### src/rtl/button_pkg.sv
// button_pkg: shared FSM state type, default 50 MHz cycle counts and counter-width helper
package button_pkg;

  typedef enum logic [1:0] {
    IDLE,
    PRESSED,
    REPEATING
  } state_e;

  localparam int DEF_DEBOUNCE_CYCLES = 500000;
  localparam int DEF_HOLD_CYCLES     = 50000000;
  localparam int DEF_REPEAT_CYCLES   = 10000000;

  // $clog2(1) is 0, so a one-cycle period still gets a 1-bit counter
  function automatic int cnt_width(input int n);
    return (n > 1) ? $clog2(n) : 1;
  endfunction

endpackage

### src/rtl/button_sync_debounce.sv
// button_sync_debounce: two-flop synchroniser plus debounce counter; clk/reset/button in, clean level and its one-cycle rise/fall markers out
module button_sync_debounce
  import button_pkg::*;
#(
  parameter int DEBOUNCE_CYCLES = DEF_DEBOUNCE_CYCLES
) (
  input  logic clk,
  input  logic reset,
  input  logic button,
  output logic clean,
  output logic clean_rise,
  output logic clean_fall
);

  localparam int DW = cnt_width(DEBOUNCE_CYCLES);
  localparam logic [DW-1:0] D_LAST = DW'(DEBOUNCE_CYCLES - 1);

  logic s1_q, s2_q;
  logic clean_q, clean_d;
  logic [DW-1:0] dcnt_q, dcnt_d;
  logic flip;

  // rise/fall are combinational so the top can register its strobes on the same edge clean toggles
  always_comb begin
    flip    = (s2_q != clean_q) && (dcnt_q == D_LAST);
    clean_d = flip ? ~clean_q : clean_q;
    dcnt_d  = (s2_q == clean_q || flip) ? '0 : dcnt_q + DW'(1);
  end

  always_ff @(posedge clk) begin
    if (reset) begin
      s1_q    <= 1'b0;
      s2_q    <= 1'b0;
      clean_q <= 1'b0;
      dcnt_q  <= '0;
    end else begin
      s1_q    <= button;
      s2_q    <= s1_q;
      clean_q <= clean_d;
      dcnt_q  <= dcnt_d;
    end
  end

  assign clean      = clean_q;
  assign clean_rise = flip & ~clean_q;
  assign clean_fall = flip & clean_q;

endmodule

### src/rtl/button_conditioner.sv
// button_conditioner: debounced button level with registered press/release/auto-repeat strobes, long_press flag and step (press|repeat)
module button_conditioner
  import button_pkg::*;
#(
  parameter int DEBOUNCE_CYCLES = DEF_DEBOUNCE_CYCLES,
  parameter int HOLD_CYCLES     = DEF_HOLD_CYCLES,
  parameter int REPEAT_CYCLES   = DEF_REPEAT_CYCLES
) (
  input  logic clk,
  input  logic reset,
  input  logic button,
  output logic clean,
  output logic press,
  output logic release_pulse,
  output logic repeat_pulse,
  output logic long_press,
  output logic step
);

  localparam int HW = cnt_width(HOLD_CYCLES);
  localparam int RW = cnt_width(REPEAT_CYCLES);
  localparam logic [HW-1:0] H_LAST = HW'(HOLD_CYCLES - 1);
  localparam logic [RW-1:0] R_LAST = RW'(REPEAT_CYCLES - 1);

  logic rise, fall;

  button_sync_debounce #(
    .DEBOUNCE_CYCLES(DEBOUNCE_CYCLES)
  ) u_sync_debounce (
    .clk       (clk),
    .reset     (reset),
    .button    (button),
    .clean     (clean),
    .clean_rise(rise),
    .clean_fall(fall)
  );

  state_e state_q, state_d;
  logic [HW-1:0] hcnt_q, hcnt_d;
  logic [RW-1:0] rcnt_q, rcnt_d;
  logic press_q, press_d;
  logic release_q, release_d;
  logic repeat_q, repeat_d;
  logic long_q, long_d;
  logic step_q, step_d;

  // fall is checked before the repeat terminal so a colliding release suppresses the repeat
  always_comb begin
    state_d   = state_q;
    hcnt_d    = hcnt_q;
    rcnt_d    = rcnt_q;
    long_d    = long_q;
    press_d   = 1'b0;
    release_d = 1'b0;
    repeat_d  = 1'b0;
    case (state_q)
      IDLE: if (rise) begin
        state_d = PRESSED;
        press_d = 1'b1;
        hcnt_d  = '0;
      end
      PRESSED: if (fall) begin
        state_d   = IDLE;
        release_d = 1'b1;
        long_d    = 1'b0;
        hcnt_d    = '0;
        rcnt_d    = '0;
      end else if (hcnt_q == H_LAST) begin
        state_d  = REPEATING;
        repeat_d = 1'b1;
        long_d   = 1'b1;
        rcnt_d   = '0;
      end else hcnt_d = hcnt_q + HW'(1);
      REPEATING: if (fall) begin
        state_d   = IDLE;
        release_d = 1'b1;
        long_d    = 1'b0;
        hcnt_d    = '0;
        rcnt_d    = '0;
      end else if (rcnt_q == R_LAST) begin
        repeat_d = 1'b1;
        rcnt_d   = '0;
      end else rcnt_d = rcnt_q + RW'(1);
      default: state_d = IDLE;
    endcase
    step_d = press_d | repeat_d;
  end

  always_ff @(posedge clk) begin
    if (reset) begin
      state_q   <= IDLE;
      hcnt_q    <= '0;
      rcnt_q    <= '0;
      press_q   <= 1'b0;
      release_q <= 1'b0;
      repeat_q  <= 1'b0;
      long_q    <= 1'b0;
      step_q    <= 1'b0;
    end else begin
      state_q   <= state_d;
      hcnt_q    <= hcnt_d;
      rcnt_q    <= rcnt_d;
      press_q   <= press_d;
      release_q <= release_d;
      repeat_q  <= repeat_d;
      long_q    <= long_d;
      step_q    <= step_d;
    end
  end

  assign press         = press_q;
  assign release_pulse = release_q;
  assign repeat_pulse  = repeat_q;
  assign long_press    = long_q;
  assign step          = step_q;

endmodule

### config.mk
export PLATFORM = sky130hd
export DESIGN_NAME = button_conditioner
export DESIGN_NICKNAME = d
export VERILOG_FILES = /design/src/rtl/button_pkg.sv /design/src/rtl/button_sync_debounce.sv /design/src/rtl/button_conditioner.sv
export SDC_FILE = /design/constraint.sdc
export NUM_CORES = 1
export LEC_CHECK = 0
export CAP_MARGIN = 20
export CORE_UTILIZATION = 62
export CTS_CLUSTER_DIAMETER = 30
export DETAILED_ROUTE_END_ITERATION = 16
export PLACE_DENSITY = 0.8
export SETUP_SLACK_MARGIN = 0.2
export SLEW_MARGIN = 20
export SYNTH_ARGS = -nofsm -noshare
export SYNTH_HDL_FRONTEND = slang
export SYNTH_SLANG_ARGS = --single-unit
### constraint.sdc
create_clock -name clk -period 2.85 [get_ports clk]
set_input_delay 0.57 -clock clk [delete_from_list [all_inputs] [get_ports clk]]
set_output_delay 0.57 -clock clk [all_outputs]
set_load 0.03 [all_outputs]
# Word-level counts from Yosys, hierarchy flattened
# Index checks and enable logic that the tools add are counted.
# op_classes
n_addsub	3
n_eq_ne	11
muxes	27
bitwise	5
n_reduce_logical	12
# op_table
cell	n
$mux W26	4
$mux W24	4
$pmux W26 S3	1
$pmux W24 S2	1
$add A26 B1 Y26 const B	1
$eq A26 B26 Y1 const B	1
$add A24 B1 Y24 const B	1
$eq A24 B24 Y1 const B	1
$add A19 B1 Y19 const B	1
$eq A19 B19 Y1 const B	1
$mux W1	10
$mux W2	4
$ne A3 B3 Y1 const B	2
$pmux W2 S3	1
$reduce_and A3 Y1	2
$reduce_or A2 Y1	3
$ne A2 B2 Y1 const B	2
$pmux W1 S2	2
$reduce_and A4 Y1	1
$reduce_bool A3 Y1	1
$and A1 B1 Y1	2
$eq A2 B1 Y1 const B	1
$eq A2 B2 Y1 const B	1
$logic_not A2 Y1	1
8 further kinds	9
# totals
register_bits	79
wordCells	70

# Depth between registers and ports, before layout
# Gate-level depths: netlist of run 1.
# logic_depth
word_depth	6
depth_mapped	10
mapped_depth_nobuf	8

# Modules after synthesis
# A second synthesis of run 1 with hierarchy kept.
# hier_totals
cells_unflattened	490
hier_area_um2	4017.6
# modules_own_cells
mod	instances	cells_each	area_per_inst_um2
button_conditioner	1	379	3032.9
button_sync_debounce	1	111	984.7

# Least setup slack after synthesis of run 1
# OpenSTA, ideal clock, no wires.
# synth_timing
kind	register to register
startpoint	register u_sync_debounce.dcnt_q[0]
endpoint	register rcnt_q[16]
setup_time_ps	67
arrival_time_ps	2180
slack_ps	603
stages_incl_launch_ff	10
path_buffers	2
period_less_slack_ps	2247
path_cell_list	dfxtp_1 ha_1 and3_1 clkbuf_1 nand3_2 o21ai_1 o21ai_2 buf_6 or4_4 a21oi_2
# synth_between
elab_chain_len	5
# synth_rtl
item	line	text
start: declaration	button_sync_debounce.sv:20	logic [DW-1:0] dcnt_q, dcnt_d;
start signal: assignment	button_sync_debounce.sv:40	dcnt_q <= dcnt_d;
$eq A19 B19 Y1 (*)	button_sync_debounce.sv:25	flip = (s2_q != clean_q) && (dcnt_q == D_LAST);
$logic_and A1 B1 Y1 (*)	button_sync_debounce.sv:25	
$and A1 B1 Y1 (*)	button_sync_debounce.sv:46	assign clean_fall = flip & clean_q;
$mux W24, or another cell as far along	button_conditioner.sv:74	REPEATING: if (fall) begin
$pmux W24 S2 / $reduce_and A2 Y1 (equally long branches)	--	
end signal: assignment	button_conditioner.sv:102	rcnt_q <= rcnt_d;
end: declaration	button_conditioner.sv:40	logic [RW-1:0] rcnt_q, rcnt_d;
# Every way passes the cells marked *; elsewhere a longest branch is shown, timed or not.
# A chain may end at the register's enable or synchronous reset.

# Final worst setup path of run 1
# layout_timing
startpoint	register hcnt_q[9]
endpoint	register rcnt_q[15]
# layout_between
elab_chain_len	3
# layout_rtl
item	line	text
start: declaration	button_conditioner.sv:39	logic [HW-1:0] hcnt_q, hcnt_d;
start signal: assignment	button_conditioner.sv:101	hcnt_q <= hcnt_d;
$eq A26 B26 Y1	button_conditioner.sv:68	end else if (hcnt_q == H_LAST) begin
$ne A3 B3 Y1 (no source line)	--	
$reduce_and A2 Y1 (no source line)	--	
# No other way between the ends.

==> results.md, run 1 <==
- WP data arrival: between 2 and 3 ns
- Worst path max stage delay: 0.68 ns
- Critical path cell sequence: or4b_2 > nor4_1 > a21bo_1 > a21oi_1 > o21ai_4 > nor2_1
- Remaining global-route overflow: 0
- First-pass GRT wire length: 15600 um
- First-pass detailed-route iteration total: 4
- Crit path capture type: register
- R2R cell count: 6
- Simple-Gate Fraction of Synth Area: 31.1%
- Detailed-route wire length per cell: ~16 um
- Total track usage: between 20% and 30%
- IO Pins: 9
- Post-Synthesis Cells: 501
- Post-synthesis adder-cell area fraction: between 2 and 2.5%
- Routed vias/inst: 6.41
- Max Slew Vio Count: 0
- Worst min-delay path class: reg2reg
- Min-delay src: u_sync_debounce.s1_q
- Static leakage power: 1.42 nW
- Crit Path Class: reg2reg
- Commonest cells after routing, fill and taps aside: 79 x dfxtp_1, 61 x nor2_1, 34 x a21oi_1
- Max Cap Viol: 0
- Die X: 84.3 um
- DRC viols: 0
- Fin. Hold Viols: 0
- Die area: approximately 7000 um2
- # diodes: 0
- RSZ-0062 raised after global routing: false
- # port buffers: 8
- Clock sinks: about 80
- Cell area after synthesis: 4200 um2
- Fin Hold WS: 0.461 ns
- Worst rel slew slack: between 40% and 50%
- Worst EP required: 3.08 ns
- Run status: finished, final reports clean
- Routed via count: 3770
- WHS Path Cells: 1
- Synth Area in Compound Gates: between 15 and 20%
- Post-Syn Nets: a little over 500
- Initial Util: about 65%
- Worst Hold End: u_sync_debounce.s2_q
- Number of global-route vias before repair: around 3500
- Final count of negative-setup-slack endpoints: 0
- Post-synth top area cell: dfxtp_1
- Pre-CTS setup slack: 0.300 ns
- Setup TNS: 0 ns
- Fraction of layout cells with a size suffix above 1: 10.4%
- CTS Buf Count: 9
- Shortest period the worst path allows: between 2 and 2.5 ns
- Reg2reg setup slack: roughly 0.38 ns
- Post-DP HPWL: 6380 um
- CTS Hold Bufs: 0
- Most common cell after layout, fill and taps aside: dfxtp_1
- DIE HEIGHT: ~84 um
- Ys flop type: dfxtp_1
- Max Root-Sink Buffers: 2
- Slew of the pin with the lowest slew margin: 0.804 ns
- Part of the cycle the worst path needs: between 80% and 90%
- Main combinational cell family by area after synthesis: simple AND/OR/NAND/NOR gates
- Antenna violations before repair: 0
- CP Max Fanout: 19
- Routed Antenna Nets: 0
- H-Tree Depth: 3
- Reg2reg start: hcnt_q[9]
- Fmax: 0.404 GHz
- Critical path's top delay family: simple AND/OR/NAND/NOR gates
- Worst R2R End: rcnt_q[15]
- Post-Synth XOR/XNOR Area: 6.04%
- Final WS setup: 0.378 ns
- Ys async rst share: 0%
- Proportion of synthesized area in mux cells: 0.714%
- Clk slew on worst S/H paths: 0.09 ns
- Power per cell area: ~470 nW/um2
- Post-synth cell types: 64
- Top cell type's share of synthesized area: 37.6%
- Synthesized area per cell: around 8.4 um2
- Worst path slowest cell: or4b_2
- Post-Route WL: just over 9000 um
- 1st-iter DRT viols: 253
- Bufs and invs on worst path: 0
- CTS tree: done
- Worst VDD drop: 0.393 mV
- # nets final: 516
- Area Overhead vs Synth: 7.83%
- Core Box Area: about 6500 um2
- Num rows: 29
- Critical Path Start Type: register
- Number of flops mapped to enable cells by yosys: 0
- Largest net degree at the start of global routing: 23
- Post-synthesis sequential area ratio: a little under two fifths
- Number of synthesized register bits: 79
- Area contributors post-synth: dfxtp_1 38%, nor2_1 5.4%, a21oi_1 4.0%, nand3_1 3.9%, xnor2_1 3.3%
- Worst Skew: around 0.011 ns
- CTS root buf: clkbuf_8
- Clock latency on the worst-skew pair: 0.36 ns
- GPL Wtd Cong: roughly 0.86
- Number of warnings issued by yosys: 0
[report_power, final]
| group | total, mW | internal [mW] | switching (mW) |
|---|---|---|---|
| Sequential | 1.11 | 1.11 | 0.00587 |
| Clock | 0.843 | 0.406 | 0.437 |
| Combinational | 0.164 | 0.0538 | 0.110 |
| Total | 2.12 | 1.57 | 0.553 |
[flip-flops by register name, summed over array words and instances (netlist names)]
register and flops:
press 1, u_sync_debounce.dcnt_q 19, rcnt_q 24, hcnt_q 26
step 1, long_press 1, u_sync_debounce.s1_q 1, u_sync_debounce.clean 1
repeat_pulse 1, u_sync_debounce.s2_q 1, state_q 2, release_pulse 1
[area by class of cell]
| class | count | area, um2 |
|---|---|---|
| fillers | 535 | 1930 |
| clock buffers | 9 | 124 |
| well taps | 77 | 96.3 |
| inverters | 14 | 52.6 |
| multi-input cells | 385 | 2440 |
| repair buffers | 17 | 160 |
| clock inverters | 7 | 72.6 |
| flip-flops and latches | 79 | 1580 |
[routing by layer]
metal / routed length, um / global-route usage, %
met1: 4150 / 34.8
met2: 4350 / 44.9
met3: 476 / 4.33
met4: 249 / 13.7
met5: 0 / 0
[cell usage after synthesis (5+ instances only)]
cell and n:
and2_1 5, or3_1 13, clkbuf_1 14, xor2_1 13
ha_1 7, o21ai_0 17, nor3_1 5, nand3_1 33
a31oi_1 8, o31ai_1 13, or2_2 6, xnor2_1 16
o211ai_1 15, and3_1 11, nand4_1 16, nand2_1 31
inv_1 14, dfxtp_1 79, or4_1 7, a21oi_1 34
nand2b_1 5, nor2_1 61
[kinds of logic (layout without fill, tap and decap cells)]
logic type | Yosys count | in the layout
and+or+nand+nor | 232 | 232
AOI/OAI and AO/OA | 114 | 114
DFF | 79 | 79
buffers and inverters | 37 | 47
xor gates and xnor gates | 29 | 29
adders and majority gates | 7 | 7
muxes | 3 | 3
[stage by stage]
| stage | cell area, um2 | instances | util [%] | total power, mW |
|---|---|---|---|---|
| 2_1_floorplan | 4200 | 501 | - | 1.26 |
| 3_3_place_gp | 4330 | 571 | 67.0 | 1.29 |
| 3_5_place_dp | 4330 | 571 | 67.0 | 1.30 |
| 4_1_cts | 4520 | 587 | 70.0 | 2.12 |
| 5_1_grt | 4530 | 588 | 70.2 | 2.19 |
| 6_report | 4530 | 588 | 70.2 | 2.12 |
[worst max path at each step]
stage                                    startpoint          to  slack [ns]  cells past startpoint
after floorplan           u_sync_debounce.dcnt_q[0]  rcnt_q[16]        0.60                      9
after global placement                    hcnt_q[0]  hcnt_q[19]        0.38                      7
after detailed placement  u_sync_debounce.dcnt_q[0]  hcnt_q[18]        0.30                      7
after CTS                 u_sync_debounce.dcnt_q[0]  hcnt_q[18]        0.27                      7
after global routing      u_sync_debounce.dcnt_q[0]  rcnt_q[10]        0.20                      7
final                                     hcnt_q[9]  rcnt_q[15]        0.38                      6
[timing repair]
action	in CTS	in global routing
setup endpoints to repair	0	13
resized for setup	0	1
buffers inserted	0	1
Power figures use the tool's default switching activity.
==> run 2: changes to the inputs <==
- MAX_ROUTING_LAYER: not set -> met4
- SKIP_LAST_GASP: not set -> 1
==> results.md, run 2 (synthesis results as in run 1) <==
- Max Cap Viol: 0 (unchanged)
- Clk slew on worst S/H paths: 0.08 ns (was 0.09 ns)
- Routed via count: 3756 (was 3770)
- Critical Path Start Type: register (unchanged)
- DIE HEIGHT: 84.3 um (unchanged)
- DRC viols: 0 (unchanged)
- Worst rel slew slack: 43.5% (was 46.4%)
- Core Box Area: 6460 um2 (unchanged)
- H-Tree Depth: 3 (unchanged)
- Power per cell area: 449 nW/um2 (was 468 nW/um2)
- Worst min-delay path class: reg2reg (unchanged)
- CTS Buf Count: 9 (unchanged)
- Worst EP required: 3.07 ns (was 3.08 ns)
- Part of the cycle the worst path needs: 86.9% (was 86.7%)
- # diodes: 0 (unchanged)
- Max Root-Sink Buffers: 2 (unchanged)
- Die area: 7110 um2 (unchanged)
- Top Registers: hcnt_q (26), rcnt_q (24), u_sync_debounce.dcnt_q (19) (unchanged)
- Shortest period the worst path allows: 2.48 ns (was 2.47 ns)
- Slew of the pin with the lowest slew margin: 0.847 ns (was 0.804 ns)
- Post-Route WL: 9280 um (was 9230 um)
- Max FFs per register: 26 (unchanged)
- Worst Skew: 0.00989 ns (was 0.0110 ns)
- Fin. Hold Viols: 0 (unchanged)
- Routed Antenna Nets: 0 (unchanged)
- Final WS setup: 0.373 ns (was 0.378 ns)
- Crit path capture type: register (unchanged)
- Fraction of layout cells with a size suffix above 1: 10.4% (unchanged)
- Largest Register: hcnt_q (unchanged)
- Die X: 84.3 um (unchanged)
- Pre-CTS setup slack: 0.338 ns (was 0.300 ns)
- CP startpoint: hcnt_q[19] (was hcnt_q[9])
- Min-delay src: u_sync_debounce.s1_q (unchanged)
- Fin Hold WS: 0.456 ns (was 0.461 ns)
- Layout Utilization: 69.9% (was 70.2%)
- GPL Wtd Cong: 0.876 (was 0.863)
- Most common cell after layout, fill and taps aside: dfxtp_1 (unchanged)
- Clock sinks: 79 (unchanged)
- Run status: finished, final reports clean (unchanged)
- Crit Path Class: reg2reg (unchanged)
- 1st-iter DRT viols: 258 (was 253)
- Fin area: 4510 um2 (was 4530 um2)
- Commonest cells after routing, fill and taps aside: 79 x dfxtp_1, 61 x nor2_1, 34 x a21oi_1 (unchanged)
- CP Max Fanout: 19 (unchanged)
- Worst VDD drop: 0.268 mV (was 0.393 mV)
- Num rows: 29 (unchanged)
- Largest net degree at the start of global routing: 23 (unchanged)
- Total track usage: 28.4% (was 27.2%)
- DP Cell Count: 571 (unchanged)
- Final Instance Count excl. Fillers: 588 (unchanged)
- Reg2reg setup slack: 0.37 ns (was 0.38 ns)
- Pint: 1.50 mW (was 1.57 mW)
- Post-DP HPWL: 6530 um (was 6380 um)
- Max Slew Vio Count: 0 (unchanged)
- Final count of negative-setup-slack endpoints: 0 (unchanged)
- Detailed-route wire length per cell: 15.8 um (was 15.7 um)
- Reg2reg start: hcnt_q[19] (was hcnt_q[9])
- Number of global-route vias before repair: 3550 (was 3474)
- Total power: 2.03 mW (was 2.12 mW)
- Static leakage power: 1.41 nW (was 1.42 nW)
- First-pass detailed-route iteration total: 5 (was 4)
- Initial Util: 65.1% (unchanged)
- Setup TNS: 0 ns (unchanged)
- Routed vias/inst: 6.39 (was 6.41)
- IO Pins: 9 (unchanged)
- Clock power frac: 36.8% (was 39.7%)
- Area Overhead vs Synth: 7.41% (was 7.83%)
- Worst R2R End: rcnt_q[15] (unchanged)
- WHS Path Cells: 1 (unchanged)
- # port buffers: 8 (unchanged)
- CTS Hold Bufs: 0 (unchanged)
- Remaining global-route overflow: 0 (unchanged)
- Switching share of power: 26.1% (about the same)
- # nets final: 517 (was 516)
- Clock latency on the worst-skew pair: 0.36 ns (about the same)
- RSZ-0062 raised after global routing: false (unchanged)
- Switch Pwr: 0.529 mW (was 0.553 mW)
- First-pass GRT wire length: 15900 um (was 15600 um)
- Antenna violations before repair: 0 (unchanged)
- Post-DP Area: 4330 um2 (unchanged)
- Flop pwr share: 55.0% (was 52.5%)
- WP data arrival: 2.70 ns (about the same)
- Logic pwr share: 8.2% (was 7.7%)
- R2R cell count: 6 (unchanged)
- Fmax: 0.404 GHz (about the same)
- CTS root buf: clkbuf_8 (unchanged)
- CTS tree: done (unchanged)
- Worst Hold End: u_sync_debounce.s2_q (unchanged)
## run 2: cell count changes in the layout (fill, tap and decap cells not counted), sizes merged
cell and delta:
buf +1, clkinv -1, clkbuf +1, bufinv -1
## run 2: per-layer routing
layer	part of all wire (%)	global-route usage, %	wire length (um)	vias to the layer above
li1	-	-	-	1844
met4	2.1	11.2	191	0
met2	48	45.4	4480	100
met5	0	-	0	-
met3	4.8	6.10	441	25
met1	45	35.2	4170	1787
## run 2: final cells by class
| type | instances | area [um2] |
|---|---|---|
| clock buffer | 10 | 138 |
| clock inverter | 5 | 33.8 |
| fill | 537 | 1940 |
| inverter | 14 | 52.6 |
| multi-input combinational | 385 | 2440 |
| sequential | 79 | 1580 |
| tap | 77 | 96.3 |
| timing repair buffer | 18 | 168 |
## run 2: worst max path at each step
stage                     cells past startpoint    endpoint
after floorplan                               9  rcnt_q[16]
after global placement                        7  hcnt_q[19]
after detailed placement                      7  hcnt_q[19]
after CTS                                     7  hcnt_q[20]
after global routing                          7  rcnt_q[10]
final                                         6  rcnt_q[15]
## run 2: power groups by stage
stage / registers [mW] / logic, mW / clock network, mW
floorplan: 1.14 / 0.124 / 0
global placement: 1.14 / 0.155 / 0
finish: 1.11 / 0.167 / 0.746
detailed placement: 1.14 / 0.159 / 0
global route: 1.12 / 0.182 / 0.804
CTS: 1.11 / 0.159 / 0.762
## run 2: critical path, cell delays in order (launching register included)
cell,delay (ns)
dfxtp_1,0.47
or4b_2,0.61
nor4_1,0.37
a21bo_1,0.23
a21oi_1,0.11
o21ai_4,0.44
nor2_1,0.11
## run 2: timing repair
| item | in CTS | in global routing |
|---|---|---|
| resized for setup | 0 | 1 |
| setup buffers | 0 | 2 |
| endpoints found under the setup margin | 0 | 14 |
